==> src/rtl/branch_predictor.sv <==
// Fetch-side branch predictor: direct-mapped BTB with 2-bit saturating direction
// counters, trained by the branch outcome resolved in execute.
module branch_predictor #(
    parameter int ENTRIES = 16,
    parameter int IDX_W   = $clog2(ENTRIES),
    parameter int TAG_W   = 30 - IDX_W,
    parameter int CNT_W   = 16
) (
    input  logic             clk,
    input  logic             rst_n,
    input  logic [31:0]      fetch_pc,
    output logic             pred_taken,
    output logic [31:0]      pred_target,
    input  logic             upd_valid,
    input  logic [31:0]      upd_pc,
    input  logic             upd_taken,
    input  logic [31:0]      upd_target,
    input  logic             upd_pred_taken,
    output logic [CNT_W-1:0] branch_count,
    output logic [CNT_W-1:0] mispredict_count
);

    function automatic logic [1:0] sat_cnt2(input logic [1:0] cnt, input logic up);
        if (up)
            return (cnt == 2'b11) ? cnt : cnt + 2'd1;
        else
            return (cnt == 2'b00) ? cnt : cnt - 2'd1;
    endfunction

    function automatic logic [CNT_W-1:0] sat_inc(input logic [CNT_W-1:0] cnt);
        return (&cnt) ? cnt : cnt + CNT_W'(1);
    endfunction

    logic             btb_valid [ENTRIES];
    logic [TAG_W-1:0] btb_tag   [ENTRIES];
    logic [29:0]      btb_tgt   [ENTRIES];
    logic [1:0]       btb_cnt   [ENTRIES];

    logic [IDX_W-1:0] fetch_idx;
    logic [TAG_W-1:0] fetch_tag;
    logic             fetch_hit;
    logic [IDX_W-1:0] upd_idx;
    logic [TAG_W-1:0] upd_tag;
    logic             upd_hit;
    logic             unused_pc_bits;

    // Instructions are word aligned, so the low two PC bits carry no information.
    assign unused_pc_bits = ^{upd_pc[1:0], upd_target[1:0]};

    // Prediction: combinational lookup on the pre-update contents, no bypass
    assign fetch_idx   = fetch_pc[IDX_W+1:2];
    assign fetch_tag   = fetch_pc[31:IDX_W+2];
    assign fetch_hit   = btb_valid[fetch_idx] && (btb_tag[fetch_idx] == fetch_tag);
    assign pred_taken  = fetch_hit && btb_cnt[fetch_idx][1];
    assign pred_target = pred_taken ? {btb_tgt[fetch_idx], 2'b00} : fetch_pc + 32'd4;

    assign upd_idx = upd_pc[IDX_W+1:2];
    assign upd_tag = upd_pc[31:IDX_W+2];
    assign upd_hit = btb_valid[upd_idx] && (btb_tag[upd_idx] == upd_tag);

    // Training: registered update from the execute-stage resolution
    always_ff @(posedge clk or negedge rst_n) begin
        if (!rst_n) begin
            for (int i = 0; i < ENTRIES; i++) begin
                btb_valid[i] <= 1'b0;
                btb_tag[i]   <= '0;
                btb_tgt[i]   <= '0;
                btb_cnt[i]   <= 2'b01;
            end
            branch_count     <= '0;
            mispredict_count <= '0;
        end else if (upd_valid) begin
            branch_count <= sat_inc(branch_count);
            if (upd_pred_taken != upd_taken)
                mispredict_count <= sat_inc(mispredict_count);

            if (upd_hit) begin
                btb_cnt[upd_idx] <= sat_cnt2(btb_cnt[upd_idx], upd_taken);
                if (upd_taken)
                    btb_tgt[upd_idx] <= upd_target[31:2];
            end else if (upd_taken) begin
                // Not-taken misses never allocate; a taken miss evicts the occupant.
                btb_valid[upd_idx] <= 1'b1;
                btb_tag[upd_idx]   <= upd_tag;
                btb_tgt[upd_idx]   <= upd_target[31:2];
                btb_cnt[upd_idx]   <= 2'b10;
            end
        end
    end

endmodule
==> config.mk <==
export PLATFORM = sky130hd
export DESIGN_NAME = branch_predictor
export DESIGN_NICKNAME = d
export VERILOG_FILES = /design/src/rtl/branch_predictor.sv
export SDC_FILE = /design/constraint.sdc
export NUM_CORES = 2
export LEC_CHECK = 0
export ABC_AREA = 1
export CAP_MARGIN = 10
export CORE_MARGIN = 1
export CORE_UTILIZATION = 56
export CTS_BUF_LIST = sky130_fd_sc_hd__clkbuf_8
export DETAILED_ROUTE_END_ITERATION = 16
export PLACE_DENSITY = 0.74
export SYNTH_ARGS = -nofsm -noshare
export SYNTH_HDL_FRONTEND = slang
export SYNTH_SLANG_ARGS = --single-unit
==> constraint.sdc <==
create_clock -name clk -period 4.8 [get_ports clk]
set_input_delay 0.96 -clock clk [delete_from_list [all_inputs] [get_ports clk]]
set_output_delay 0.96 -clock clk [all_outputs]
set_load 0.01 [all_outputs]
* Word-level counts from Yosys, hierarchy flattened
Cells that the tools add are included.
** Storage, ports and cells
- Input bits :: 101
- Output and inout bits :: 65
- Register bits :: 976
- Logic and storage cells :: 140
** Cells by class
- $lt $le $gt $ge :: 3
- Muxes and demuxes :: 40
- Bitwise gates (word level) :: 9
- $add $sub $neg :: 5
- Reduce and logical (&&, ||, !) cells :: 13
- Equal/unequal tests :: 4
** Operators by type and width (count)
- bitwise mux 480 bit :: 1
- bitwise mux 416 bit :: 1
- binary-select mux 26 bit (select 4 bit) :: 2
- 2-to-1 mux 26 bit :: 5
- binary-select mux 30 bit (select 4 bit) :: 1
- demux 30 bit (select 4 bit) :: 1
- demux 26 bit (select 4 bit) :: 1
- 2-to-1 mux 32 bit :: 3
- 2-to-1 mux 30 bit :: 3
- == test 26 bit :: 2
- adder 16 x 1 -> 16 bit, second input constant :: 2
- adder 32 x 3 -> 32 bit, second input constant :: 1
- bitwise mux 32 bit :: 1
- bitwise OR 16 bit :: 2
- AND reduction 16 bit :: 2
- 2-to-1 mux 2 bit :: 10
- AND 16 bit :: 1
- binary-select mux 2 bit (select 4 bit) :: 2
- NOT 16 bit :: 1
- greater-or-equal comparator 5 bit, second input constant :: 2
- NOT 4 -> 5 bit :: 2
- binary-select mux 1 bit (select 4 bit) :: 2
- demux 2 bit (select 4 bit) :: 1
- AND reduction 2 bit :: 3
- 12 further kinds :: 22

* Depth between registers and ports, before layout
- Depth after elaboration :: 11
- Depth in mapped cells :: 23

* Worst setup path before layout
OpenSTA, ideal clock, no wires.
- Kind :: input to output
- Start point :: input fetch_pc[2]
- End point :: output pred_target[8]
- Required time :: 3.840 ns
- Stages :: 18
- Data arrival time :: 2.941 ns
- Path buffers :: 5
- Path slack :: 0.899 ns
- Cell sequence :: buf_4 -> inv_2 -> buf_4 -> buf_4 -> buf_2 -> nor2_1 -> o211ai_1 -> nand3_1 -> nand3_1 -> nand2_1 -> nor2_1 -> nand2_1 -> nor2_1 -> nand2_1 -> nor2_1 -> buf_2 -> nor2_1 -> nor2_1
** On the way
- Cells in the longest elaborated chain, start to end :: 8
- Elaborated cells on any way between the ends :: 18
** RTL lines
- start, declared :: RTL line 11 : input logic [31:0] fetch_pc,
- NOT 4 -> 5 bit (not written as such) :: RTL line 53, 54, 55
- binary-select mux 26 bit (select 4 bit) :: RTL line 53 : assign fetch_hit = btb_valid[fetch_idx] && (btb_tag[fetch_idx] == fetch_tag);
- 2-to-1 mux 26 bit (not written as such) (2 in series) :: RTL line 53
- == test 26 bit :: RTL line 53
- logical AND 1 bit :: RTL line 53
- logical AND 1 bit :: RTL line 54 : assign pred_taken = fetch_hit && btb_cnt[fetch_idx][1];
- 2-to-1 mux 32 bit (*) :: RTL line 55 : assign pred_target = pred_taken ? {btb_tgt[fetch_idx], 2'b00} : fetch_pc + 32'd4;
- end, declared :: RTL line 13 : output logic [31:0] pred_target,
Every way passes the cells marked *; elsewhere a longest branch is shown, timed or not. The select of a mux whose other input is x is not followed.

* Final worst setup path
- Start point :: input fetch_pc[2]
- End point :: output pred_target[11]
Same word-level chain as after synthesis.

==> results.py <==
metrics = {
    "outcome": {
        "outcome": "complete, no violations",
    },
    "detailed_routing": {
        "vias_per_cell": 5.894,
        "drc": 0,
        "drt-total-wl_um": 167000,
        "ant_nets": 0,
        "avgRoutedWirePerCell_um": 20.23,
        "initialDrtViolationCount": 5996,
        "vias": 48640,
        "first_pass_iters": 8,
    },
    "grt": {
        "grt_pass1_wl_um": 259300,
        "grt_usage_pct": 36.03,
        "grt_overflow": 0,
        "grt_pass1_vias": 45220,
        "antenna_found_initial": 7,
        "grt_max_degree": 133,
    },
    "floorplanning": {
        "die_area_sq_um": 92190,
        "io_pins": 166,
        "dieWidth_um": 303.6,
        "rows": 110,
        "core_sq_um": 90010,
        "die_y_um": 303.6,
        "start_util_pct": 56.60,
    },
    "clock_network": {
        "tritoncts": "done",
        "cts_buffers": 165,
        "clk_pin_slew_ns": 0.06,
        "cts.htree.levels": 4,
        "cts.sinks": 976,
        "clk_latency_ns": 0.89,
        "cts_buffer_depth": 3,
        "root_buffer": "clkbuf_8",
    },
    "power": {
        "switching_share_pct": 31.78,
        "pwr-share-seq_pct": 47.7,
        "leakagePower_nw": 28.23,
        "pwr-share-clk_pct": 33.2,
        "p_int_w": 0.01522,
        "switchingPower_w": 0.007089,
        "combPwrFrac_pct": 19.1,
        "p_total_w": 0.02231,
        "vdd_drop_max_mv": 0.3208,
        "cellPowerDensity_nw_per_um2": 385.7,
    },
    "timing": {
        "fmax_mhz": 217.0,
        "period_share_pct": 95.99,
        "clock-skew-final_ns": 0.05936,
        "setup_viol": 0,
        "rsz0062_at_grt": "no",
        "finalHoldViolCount": 0,
        "slew_headroom_pct": 43.48,
        "fin_setup_tns_ns": 0,
        "fin_hold_ws_ns": 0.07245,
        "worst_slack_ns": 0.1927,
        "slew_violations": 0,
        "tightest_slew_ns": 0.8479,
        "post-route-min-period_ns": 4.607,
    },
    "layout": {
        "fill_cells": 8026,
        "layout-drive-gt1-share_pct": 8.259,
        "syn_to_final_growth_pct": 13.53,
        "nets": 7049,
    },
    "place": {
        "numPortBuffers": 161,
        "dp_slack_ns": -0.2612,
        "place_congestion": 1.002,
        "dp_hpwl_um": 101100,
    },
    "logic_synthesis": {
        "ys_async_sr_fraction_pct": 100.0,
        "ys_top_cells_by_count": "nand2_1 (2336), o21ai_0 (1394), dfrtp_1 (960), nor2_1 (493), inv_1 (349)",
        "netlist_area_sq_um": 50950,
        "yosysSeqAreaShare_pct": 47.98,
        "synth-edff-count": 0,
        "synthFlopType": "dfrtp_1",
        "syn_nets": 6976,
        "synthCells": 6872,
        "synth.distinct_cells": 41,
        "synthTopCellsByArea": "dfrtp_1 (47%), nand2_1 (17%), o21ai_0 (14%), nor2_1 (3.6%), inv_1 (2.6%)",
        "synth_largest_area_cell": "dfrtp_1",
        "synth_top_area_share_pct": 47.15,
        "ys_warn_count": 0,
        "ys_ff_latch": 976,
        "avgSynthCellArea_sq_um": 7.414,
        "yosysMostFrequentCell": "nand2_1",
    },
    "setup_path": {
        "crit_type": "in2out",
        "cp_data_arrival_time_ns": 3.65,
        "end_kind": "output pin",
        "critPathMaxFanout": 31,
        "worstPathRequired_ns": 3.84,
        "cp-start-kind": "input pin",
    },
    "worst_hold_path": {
        "hold_path_class": "in2async",
    },
    "job": {
        "maxCapViolations": 0,
    },
}
-- power by group through the flow --
stage / Clock, W / Combinational, W / Sequential [W]
4_1_cts: 0.00747 / 0.00421 / 0.0106
3_5_place_dp: 0 / 0.00418 / 0.0107
6_report: 0.00741 / 0.00425 / 0.0106
3_3_place_gp: 0 / 0.00404 / 0.0107
5_1_grt: 0.00787 / 0.00485 / 0.0108
2_1_floorplan: 0 / 0.00279 / 0.0105
-- stage by stage --
stage	cells	area [sq um]	utilization, %
floorplan	6872	50950	-
global placement	7949	54310	60.34
detailed placement	7949	54310	60.34
CTS	8244	57660	64.06
global route	8251	57840	64.26
finish	8252	57840	64.26
-- cells in the final DEF, fill, tap and decap left out, types with 37 or more instances in the layout --
cell	Yosys	routed
nand3_1	182	179
o21ai_1	124	126
buf_4	31	192
inv_1	349	411
o22ai_1	80	80
clkdlybuf4s50_1	0	121
a21oi_1	144	144
dfrtp_1	960	960
o221ai_1	37	37
xor2_1	44	44
o21ai_0	1394	1392
o211ai_1	51	51
buf_12	0	66
nand2_1	2336	2318
nor2_1	493	483
clkbuf_8	0	205
-- area by class of cell --
type,instances,area [sq um],area share [%]
sequential,976,24440,42.26
multi-input combinational,5022,22680,39.22
timing repair buffer,426,4622,7.991
clock buffer,205,2821,4.878
tap,1176,1471,2.544
inverter,354,1358,2.347
clock inverter,88,429.2,0.7420
antenna,5,12.51,0.02163
-- routing by layer --
metal / track usage [%] / part of all wire, % / wire [um]
met1: 48.43 / 40 / 66590
met2: 54.94 / 44 / 73790
met3: 8.300 / 11 / 18190
met4: 17.94 / 5.0 / 8353
met5: 0 / 0.030 / 50
-- state kept, by name, summed over array words and instances, names as in the netlist --
register / count
branch_count: 16
btb_valid: 16
btb_tag: 416
btb_cnt: 32
mispredict_count: 16
btb_tgt: 480
-- path summary, 6_finish.rpt --
check                             from         endpoint  slack [ns]  cells after the start
max                        fetch_pc[2]  pred_target[11]        0.19                     21
min                              rst_n     btb_tag[191]        0.07                      1
max reg2reg                btb_tag[68]     btb_tag[358]        1.79                     16
min reg2reg                btb_cnt[24]      btb_cnt[24]        0.46                      2
max in group asynchronous        rst_n     btb_tgt[208]        3.50                      2
min in group clk           btb_cnt[24]      btb_cnt[24]        0.46                      2
-- cells by family (layout without fill, tap and decap cells) --
kind of cell | count (synthesis) | count (layout) | synth area share [%]
xor+xnor | 57 | 57 | 0.9798
flops | 976 | 976 | 47.98
compound gates | 1878 | 1878 | 19.43
fa+ha+maj | 3 | 3 | 0.07368
buf+inv | 874 | 1073 | 7.731
simple gates | 3084 | 3084 | 23.81
other cells | 0 | 5 | 0
-- worst max-delay path, stage by stage --
cell,delay (ns)
buf_8,0.14
buf_4,0.16
buf_12,0.20
nor2_1,0.06
nor2_1,0.08
o21ai_0,0.10
o211ai_1,0.10
nand3_1,0.24
nand3_1,0.19
nand2_1,0.08
nor2_2,0.12
nand2_1,0.06
nor2_1,0.13
nand2_2,0.12
nor2_4,0.14
buf_6,0.14
clkbuf_16,0.16
nand2_1,0.05
nand2_1,0.08
inv_1,0.09
dlymetal6s2s_1,0.19
-- what timing repair did --
| item | 4_1_cts | 5_1_grt |
|---|---|---|
| cloned | 1 | 2 |
| pin swaps | 2 | 4 |
| endpoints found under the setup margin | 33 | 33 |
| hold buffers | 0 | 0 |
| gates resized for setup | 15 | 43 |
| buffers inserted | 1 | 1 |
No activity file was read; power rests on OpenSTA's default activity.
